**src/rtl/adder_sequencer.sv**
```systemverilog
// 16-bit adder that time-shares one 4-bit ripple-carry adder over four nibbles.
// Optional macro SUB_MODE_EN adds a 'sub' input that selects a - b.

module full_adder4 (
    input  logic [3:0] a,
    input  logic [3:0] b,
    input  logic       c_in,
    output logic [3:0] sum,
    output logic       carry
);
    logic c_w;

    always_comb begin
        c_w = c_in;
        sum = 4'h0;
        for (int i = 0; i < 4; i++) begin
            sum[i] = a[i] ^ b[i] ^ c_w;
            c_w    = (a[i] & b[i]) | (c_w & (a[i] ^ b[i]));
        end
        carry = c_w;
    end
endmodule

module adder_sequencer (
    input  logic        clk,
    input  logic        rst,
`ifdef SUB_MODE_EN
    input  logic        sub,
`endif
    input  logic        in_valid,
    output logic        in_ready,
    input  logic [15:0] a,
    input  logic [15:0] b,
    input  logic        c_in,
    output logic        out_valid,
    input  logic        out_ready,
    output logic [15:0] sum,
    output logic        c_out,
    output logic        busy
);
    typedef enum logic [1:0] {
        IDLE = 2'd0,
        RUN  = 2'd1,
        DONE = 2'd2
    } state_t;

    state_t      state_q;
    logic [15:0] a_q;
    logic [15:0] b_q;
    logic [15:0] sum_q;
    logic        carry_q;
    logic        c_out_q;
    logic [1:0]  idx_q;
    logic        in_ready_q;
    logic        out_valid_q;
    logic        busy_q;

    logic [15:0] b_d;
    logic        carry_d;
    logic [3:0]  fa_a;
    logic [3:0]  fa_b;
    logic [3:0]  fa_sum;
    logic        fa_carry;

    // Subtraction is a + ~b + 1; c_in is ignored in that mode.
    always_comb begin
        b_d     = b;
        carry_d = c_in;
`ifdef SUB_MODE_EN
        if (sub) begin
            b_d     = ~b;
            carry_d = 1'b1;
        end
`endif
    end

    assign fa_a = a_q[{idx_q, 2'b00} +: 4];
    assign fa_b = b_q[{idx_q, 2'b00} +: 4];

    full_adder4 u_fa (
        .a     (fa_a),
        .b     (fa_b),
        .c_in  (carry_q),
        .sum   (fa_sum),
        .carry (fa_carry)
    );

    always_ff @(posedge clk) begin
        if (rst) begin
            state_q     <= IDLE;
            in_ready_q  <= 1'b1;
            out_valid_q <= 1'b0;
            busy_q      <= 1'b0;
            sum_q       <= 16'h0000;
            c_out_q     <= 1'b0;
            idx_q       <= 2'd0;
            carry_q     <= 1'b0;
        end else begin
            case (state_q)
                IDLE: begin
                    if (in_valid) begin
                        a_q        <= a;
                        b_q        <= b_d;
                        carry_q    <= carry_d;
                        idx_q      <= 2'd0;
                        state_q    <= RUN;
                        in_ready_q <= 1'b0;
                        busy_q     <= 1'b1;
                    end
                end
                RUN: begin
                    sum_q[{idx_q, 2'b00} +: 4] <= fa_sum;
                    carry_q <= fa_carry;
                    idx_q   <= idx_q + 2'd1;
                    // Final nibble: its carry-out is the 16-bit carry-out.
                    if (idx_q == 2'd3) begin
                        c_out_q     <= fa_carry;
                        state_q     <= DONE;
                        out_valid_q <= 1'b1;
                    end
                end
                DONE: begin
                    if (out_ready) begin
                        state_q     <= IDLE;
                        out_valid_q <= 1'b0;
                        in_ready_q  <= 1'b1;
                        busy_q      <= 1'b0;
                    end
                end
                default: begin
                    state_q     <= IDLE;
                    in_ready_q  <= 1'b1;
                    out_valid_q <= 1'b0;
                    busy_q      <= 1'b0;
                end
            endcase
        end
    end

    assign in_ready  = in_ready_q;
    assign out_valid = out_valid_q;
    assign busy      = busy_q;
    assign sum       = sum_q;
    assign c_out     = c_out_q;
endmodule

```
**config.mk**
```make
export PLATFORM = sky130hd
export DESIGN_NAME = adder_sequencer
export DESIGN_NICKNAME = d
export VERILOG_FILES = /design/src/rtl/adder_sequencer.sv
export SDC_FILE = /design/constraint.sdc
export NUM_CORES = 1
export LEC_CHECK = 0
export CORE_MARGIN = 5
export CORE_UTILIZATION = 51
export CTS_BUF_LIST = sky130_fd_sc_hd__clkbuf_2 sky130_fd_sc_hd__clkbuf_4 sky130_fd_sc_hd__clkbuf_8
export DETAILED_ROUTE_END_ITERATION = 8
export GPL_TIMING_DRIVEN = 0
export HOLD_SLACK_MARGIN = 0.12
export PLACE_DENSITY = 0.89
export RECOVER_POWER = 25
export SLEW_MARGIN = 20
export SYNTH_ARGS = -nofsm -noshare
export SYNTH_HDL_FRONTEND = slang
export SYNTH_SLANG_ARGS = --single-unit
```
**constraint.sdc**
```tcl
create_clock -name clk -period 5 [get_ports clk]
set_clock_uncertainty 0.15 [all_clocks]
set_input_delay 1.25 -clock clk [delete_from_list [all_inputs] [get_ports clk]]
set_output_delay 1.25 -clock clk [all_outputs]
set_load 0.05 [all_outputs]
```
# Yosys cells after proc, flatten, opt, wreduce, memory -nomap -nowiden
# Index checks and enable logic that the tools add are counted.
dict set report totals {
  ff_bits 57
  out_inout_bits 20
  wordCells 70
}
dict set report op_classes {
  addsub 2
  eq_ne 6
  n_shift 4
  n_mux 17
  bitwise_logic 23
  reduce_logical 8
}
# op count
set ops {}
lappend ops {{$shiftx A16 B5 Y4} 2}
lappend ops {{$bwmux W16} 1}
lappend ops {{$shift A4 B6 Y16 const A} 1}
lappend ops {{$shiftx A4 B6 Y16} 1}
lappend ops {{$reduce_and A3 Y1} 4}
lappend ops {{$pmux W1 S3} 3}
lappend ops {{$and A1 B1 Y1} 8}
lappend ops {{$mux W2} 4}
lappend ops {{$xor A1 B1 Y1} 8}
lappend ops {{$mux W1} 6}
lappend ops {{$ne A2 B2 Y1 const B} 3}
lappend ops {{$neg A4 Y6} 1}
lappend ops {{$pmux W2 S3} 1}
lappend ops {{$eq A2 B2 Y1 const B} 2}
lappend ops {{$or A1 B1 Y1} 4}
lappend ops {{$pmux W2 S2} 1}
lappend ops {{$reduce_and A2 Y1} 2}
lappend ops {{$not A1 Y1} 3}
lappend ops {{$add A2 B1 Y2 const B} 1}
lappend ops {{$eq A2 B1 Y1 const B} 1}
lappend ops {{$logic_not A2 Y1} 1}
lappend ops {{$pmux W1 S2} 1}
lappend ops {{$reduce_bool A2 Y1} 1}

# Longest topological paths before layout
# Gate-level depths: netlist of run 1.
dict set report logic_depth {
  word_depth 11
  depth_mapped 12
}

# By module
# A second synthesis of run 1 with hierarchy kept.
dict set report unflattened {
  cells_unflattened 168
  area_unflattened_um2 2336.0
}
# mod n_inst cells_per_inst area_each_um2
set modules_own_cells {}
lappend modules_own_cells {adder_sequencer 1 154 2218.4}
lappend modules_own_cells {full_adder4 1 14 117.6}

# Worst setup path after synthesis of run 1
# OpenSTA, ideal clock, no wires.
dict set report synth_timing {
  kind {input to register}
  startpoint {input rst}
  endpoint {register a_q[0], enable pin}
  arrival_ps 3897
  setup_slack_ps 492
  stages 3
  path_cell_list {clkbuf_1 > clkbuf_1 > nor3_1}
}
dict set report synth_via {
  elab_chain_len 2
}
# element line
set synth_rtl {}
lappend synth_rtl {{start: declaration} 26} ;# input logic rst,
lappend synth_rtl {{$not A1 Y1 (no source line)} n/a}
lappend synth_rtl {{$reduce_and A3 Y1 (no source line)} n/a}
lappend synth_rtl {{end signal: assignment} 102} ;# a_q <= a;
lappend synth_rtl {{end: declaration} 48} ;# logic [15:0] a_q;
# No other way between the ends.
# A chain may end at the register's enable or synchronous reset.

# Worst setup path after layout of run 1
dict set report layout_timing {
  startpoint {input rst}
  endpoint {register b_q[9], enable pin}
}
dict set report layout_via {
  elab_chain_len 2
}
# element line
set layout_rtl {}
lappend layout_rtl {{$not A1 Y1 (no source line)} n/a}
lappend layout_rtl {{$reduce_and A3 Y1 (no source line)} n/a}
lappend layout_rtl {{end signal: assignment} 103} ;# b_q <= b_d;
lappend layout_rtl {{end: declaration} 49} ;# logic [15:0] b_q;
# No other way between the ends.

==> results of run 1 <==
[synthesized netlist by cell type, types with 2 or more instances]
cell type  number
a21oi_1        17
and3b_1         2
buf_2           2
clkbuf_1        3
dfxtp_1        25
edfxtp_1       32
fa_1            4
ha_1            6
inv_1          14
mux2i_1         2
mux4_1          6
mux4_2          2
nand2_1        13
nand2b_1        5
nand3_1         2
nand3b_1        6
nand4_1         4
nand4b_1        4
nor2_1          6
nor3_1          2
nor3b_2         2
o21ai_0         2
o21bai_1        2
o32ai_1         4
[worst reg2reg max path, stage by stage (launching register included)]
cell and delay, ns:
dfxtp_1 0.38, clkbuf_1 0.41, mux4_1 0.38, inv_1 0.08, fa_1 0.16, inv_1 0.05
fa_1 0.35, inv_1 0.08, fa_1 0.16, inv_1 0.05, fa_1 0.58, inv_1 0.06
o32ai_1 0.26
[cell families after synthesis]
logic type	count (synthesis)	synth area share (%)
buffers and inverters	23	4.55
flip-flops	57	59.7
multiplexers	10	9.09
adder cells (fa/ha/maj)	10	6.33
AO/OA/AOI/OAI	28	6.89
AND/OR/NAND/NOR	52	13.5
[metrics by stage]
| stage | power, uW | setup TNS, ns | instances | setup slack, ns | util, % |
|---|---|---|---|---|---|
| 4_1_cts | 1130 | 0 | 308 | 1.41 | 70.5 |
| 3_5_place_dp | 683 | 0 | 292 | 1.06 | 66.0 |
| 5_1_grt | 1170 | 0 | 308 | 1.19 | 70.5 |
| 3_3_place_gp | 677 | -24.46 | 290 | -0.766 | 65.6 |
| 6_report | 1120 | 0 | 308 | 1.41 | 70.5 |
| 2_1_floorplan | 620 | 0 | 180 | 0.492 | - |
[state kept, by name (all words and copies together), names as in the netlist]
signal	count
c_out	1
a_q	16
carry_q	1
in_ready	1
sum	16
state_q	2
busy	1
b_q	16
out_valid	1
idx_q	2
[report_power, final]
group          internal [uW]  switching [uW]
Sequential               515            6.31
Clock                    275             176
Combinational           68.9            76.7
[layer usage]
| metal | GRT usage, % | part of all wire (%) | up-vias |
|---|---|---|---|
| met5 | 0 | 0 | - |
| met3 | 5.33 | 6.4 | 10 |
| li1 | - | - | 808 |
| met2 | 27.3 | 49 | 54 |
| met4 | 9.97 | 2.6 | 0 |
| met1 | 18.9 | 42 | 775 |
[path summary, 6_finish.rpt]
path	startpoint	to	slack, ns
min	sum[4]	sum[4]	0.30
min reg2reg	sum[4]	sum[4]	0.30
max	rst	b_q[9]	1.41
max reg2reg	idx_q[1]	sum[3]	1.75
[layout make-up]
class                   count  area, um^2  area share (%)
inverters                  14        52.6            1.59
clock buffers               9         124            3.75
clock inverters             7        85.1            2.57
repair buffers             58         576            17.4
flip-flops and latches     57        1460            44.2
multi-input cells         100         882            26.7
well taps                  54        67.6            2.04
plain buffers               9        58.8            1.78
==> impl_metrics.json, run 1 <==
{
  "hold_viol": 0,
  "drv_cap": 0,
  "overflow": 0,
  "grt_pass1_wl_um": 7860,
  "tightest_slew_ns": 0.838,
  "wirelength_um": 4650,
  "cp.required_ns": 4.88,
  "crit_family": "buffers and inverters",
  "yosys_warnings": 0,
  "criticalPathCategory": "in -> reg",
  "dpl_cell_area_mm2": 0.00310,
  "antenna_found_initial": 0,
  "io_pins": 57,
  "h-tree-depth": 3,
  "io_buffer_count": 56,
  "post_cts_buffers": 0,
  "synth_flop_cell": "edfxtp_1",
  "cts_tree": "yes",
  "nets": 296,
  "rows": 25,
  "area_growth_pct": 35.0,
  "drive_above_1_share_pct": 10.6,
  "cp-start-kind": "input pin",
  "grt_pass1_vias": 1750,
  "syn_nets": 227,
  "slew_headroom_pct": 43.9,
  "path_depth": 6,
  "die_area_mm2": 0.00629,
  "die_w_um": 79.3,
  "synth_top_area_share_pct": 39.2,
  "grt_usage_pct": 16.6,
  "post-dp-hpwl_um": 3560,
  "setup_viol": 0,
  "clock_tree.root_cell": "clkbuf_8",
  "synth_top_area_cell": "edfxtp_1",
  "ctsHoldBuffers": 0,
  "most-common-layout-cells": "32 x edfxtp_1, 29 x clkdlybuf4s50_1, 27 x dlygate4sd3_1",
  "whs_path_depth": 2,
  "netlist_area_mm2": 0.00245,
  "rsz0062_at_grt": "false",
  "drtIter0Drc": 56,
  "dr.pass1.iters": 4,
  "critical_path.endpoint_type": "register",
  "final_area_mm2": 0.00331,
  "final_common_cell": "edfxtp_1",
  "vias": 1647,
  "avgSynthCellArea_um2": 13.6,
  "min_period_ns": 3.59,
  "synth_edf_count": 32,
  "yosysSeqAreaShare_pct": 59.7,
  "status": "complete, no violations",
  "clk_pin_slew_ns": 0.06,
  "min_period_over_period_pct": 71.9,
  "powerDensity_mw_per_mm2": 338,
  "r2r_cells": 12,
  "antenna_left": 0,
  "floorplan.initialDensity_pct": 52.2,
  "fmax_ghz": 0.278,
  "cp.arrival_ns": 3.47,
  "finalMaxSlewViolations": 0,
  "crit_fanout": 12,
  "slowest_stage": "nor3_2",
  "cts_buffers": 9,
  "die_h_um": 79.3,
  "hp-class": "reg -> reg",
  "nFillCells": 347,
  "crit_path_max_incr_delay_ns": 0.74,
  "cts_resized": 0,
  "clk_latency_ns": 0.33,
  "vdd_drop_max_mv": 0.307,
  "avgRoutedWirePerCell_um": 15.1,
  "via_per_inst": 5.35,
  "clock_path_buffers": 2,
  "post-route-drc-count": 0,
  "power.leakage_uw": 0.00120,
  "ys_async_sr_fraction_pct": 0,
  "num_antenna_cells": 0,
  "clock-sinks": 57,
  "synth_area_leaders": "edfxtp_1 39%, dfxtp_1 20%, mux4_1 6.4%",
  "globalplace.congestion": 0.882,
  "syn-instance-count": 180,
  "grt_max_degree": 13,
  "ys_ff_latch": 57,
  "ys_types": 37,
  "path_buf_inv": 5,
  "fin_worst_hold_slack_ns": 0.302,
  "core-area_mm2": 0.00469,
  "path_cells": "clkdlybuf4s50_1, clkbuf_1, clkbuf_1, nor3_2, buf_4, buf_4"
}
Note: power is estimated with default switching activity, not from simulation.
==> run 2, diff against run 1 <==
==> constraint.sdc (replaced) <==
create_clock -name clk -period 3.55 [get_ports clk]
set_clock_uncertainty 0.15 [all_clocks]
set_input_delay 0.8875 -clock clk [delete_from_list [all_inputs] [get_ports clk]]
set_output_delay 0.8875 -clock clk [all_outputs]
set_load 0.05 [all_outputs]
==> run 2 against run 1 <==
Against the previous run: combinational power increased by 42%; worst hold slack about the same; cell count decreased by 0.32%; core utilization increased by 0.21 points; sequential cell count unchanged; non-clock buffer count decreased by 1; global-route usage increased by 1.1 points; sequential power increased by 41%; die area unchanged; critical path type is now reg -> reg.
==> impl_metrics.json, run 2 (synthesis gave the netlist of run 1 again) <==
{
  "grt_usage_pct": 17.8,
  "wl_met2_um": 2570,
  "path_common_cell": "inv_1",
  "top_layer_used": "met4",
  "layout_setup_ws_ns": 0.247,
  "drtIter0Drc": 93,
  "die_area_mm2": 0.00629,
  "path_cells": "buf_6, mux4_1, inv_1, fa_1, inv_1, fa_1, inv_1, fa_1, inv_1, fa_1, inv_1, o32ai_1",
  "criticalPathCategory": "reg -> reg",
  "grt_pass1_vias": 1745,
  "nFillCells": 353,
  "holdPathEnd": "sum[14]",
  "fin_worst_hold_slack_ns": 0.302,
  "reg2reg_slack_ns": 0.25,
  "die_h_um": 79.3,
  "via_per_inst": 5.40,
  "nets": 295,
  "clk_pin_slew_ns": 0.06,
  "crit_fanout": 6,
  "clock-sinks": 57,
  "critical_path.endpoint_type": "register",
  "clock_tree.root_cell": "clkbuf_8",
  "place_ws_ns": 0.172,
  "min_period_over_period_pct": 93.0,
  "cts_buffers": 9,
  "final_common_cell": "edfxtp_1",
  "hold_viol": 0,
  "post_cts_buffers": 0,
  "globalplace.congestion": 0.886,
  "io_pins": 57,
  "route.met3.wl_um": 352,
  "drv_cap": 0,
  "antenna_found_initial": 0,
  "powerDensity_mw_per_mm2": 479,
  "finalMaxSlewViolations": 0,
  "crit_path_max_incr_delay_ns": 0.59,
  "rows": 25,
  "status": "complete, no violations",
  "min_period_ns": 3.30,
  "hold_start": "sum[14]",
  "avgRoutedWirePerCell_um": 15.9,
  "met1_length_um": 1860,
  "post-dp-hpwl_um": 3650,
  "overflow": 0,
  "drive_above_1_share_pct": 10.7,
  "hp-class": "reg -> reg",
  "dp_cells": 291,
  "h-tree-depth": 3,
  "clock_path_buffers": 2,
  "tightest_slew_ns": 0.684,
  "core-area_mm2": 0.00469,
  "regArea_mm2": 0.00146,
  "wirelength_um": 4890,
  "num_antenna_cells": 0,
  "dr.pass1.iters": 6,
  "cp-start-kind": "register",
  "r2r_cells": 12,
  "cts_tree": "yes",
  "multi_input_area_um2": 888,
  "cp.arrival_ns": 3.38,
  "most-common-layout-cells": "32 x edfxtp_1, 29 x clkdlybuf4s50_1, 27 x dlygate4sd3_1",
  "cp.required_ns": 3.63,
  "vias": 1659,
  "setup_viol": 0,
  "slew_headroom_pct": 54.2,
  "die_w_um": 79.3,
  "path_buf_inv": 6,
  "post-route-drc-count": 0,
  "fmax_ghz": 0.303,
  "clk_latency_ns": 0.33,
  "reg2reg_from": "idx_q[0]",
  "grt_max_degree": 21,
  "fin_cells": 307,
  "grt_pass1_wl_um": 8180,
  "floorplan.initialDensity_pct": 52.2,
  "rsz0062_at_grt": "false",
  "whs_path_depth": 2,
  "crit_family": "adder cells",
  "antenna_left": 0,
  "vdd_drop_max_mv": 0.342,
  "slowest_stage": "fa_1",
  "utilization_pct": 70.7,
  "r2r-end": "sum[3]",
  "area_growth_pct": 35.4,
  "io_buffer_count": 56,
  "power.leakage_uw": 0.00120
}
[run 2: cell count changes in the layout (fill, tap and decap cells not counted)]
cell,change
nor3_4,+1
buf_8,+1
clkbuf_4,+2
clkinv_2,-1
nor3_2,-1
clkbuf_1,-1
clkbuf_2,+1
clkinvlp_4,-1
buf_4,-2
[run 2: how the worst max path moves through the flow]
stage	from	end	slack, ns	depth (start not counted)
global placement	rst	a_q[10]	-0.54	4
detailed placement	idx_q[1]	sum[3]	0.17	12
global route	idx_q[0]	sum[3]	0.06	12
CTS	idx_q[1]	sum[3]	0.14	12
finish	idx_q[0]	sum[3]	0.25	12
floorplan	rst	a_q[0]	0.40	3
[run 2: stage by stage]
step           TNS [ns]  area (um^2)  power, uW
2_1_floorplan         0         2450        873
3_3_place_gp     -17.35         3080        955
3_5_place_dp          0         3100        964
4_1_cts               0         3320       1610
5_1_grt               0         3320       1660
6_report              0         3320       1590
[run 2: final cells by class]
| type | count | area share, % |
|---|---|---|
| inverter | 14 | 1.58 |
| multi-input combinational | 100 | 26.8 |
| clock inverter | 5 | 2.19 |
| sequential | 57 | 44.1 |
| tap | 54 | 2.04 |
| timing repair buffer | 57 | 17.4 |
| clock buffer | 11 | 4.19 |
| buffer | 9 | 1.81 |
[run 2: repair_timing]
| action | 4_1_cts | 5_1_grt |
|---|---|---|
| endpoints found under the setup margin | 0 | 1 |
| hold buffers | 0 | 0 |
| gates resized for setup | 0 | 2 |
[run 2: worst reg2reg max path, cell delays in order, from the launching register on]
cell,delay [ns]
dfxtp_1,0.43
buf_6,0.18
mux4_1,0.55
inv_1,0.09
fa_1,0.17
inv_1,0.06
fa_1,0.36
inv_1,0.08
fa_1,0.15
inv_1,0.05
fa_1,0.59
inv_1,0.06
o32ai_1,0.29
[run 2: report_power, final]
group | internal [uW] | leakage (uW) | switching [uW]
Combinational | 97.9 | 0.000592 | 111
Sequential | 726 | 0.000500 | 9.37
Clock | 405 | 0.000109 | 240
[run 2: metal layers]
metal  vias to the layer above  track usage, %
met1                       780            18.9
met3                        14            6.24
met2                        59            30.9
li1                        806               -
met4                         0            9.28
met5                         -               0
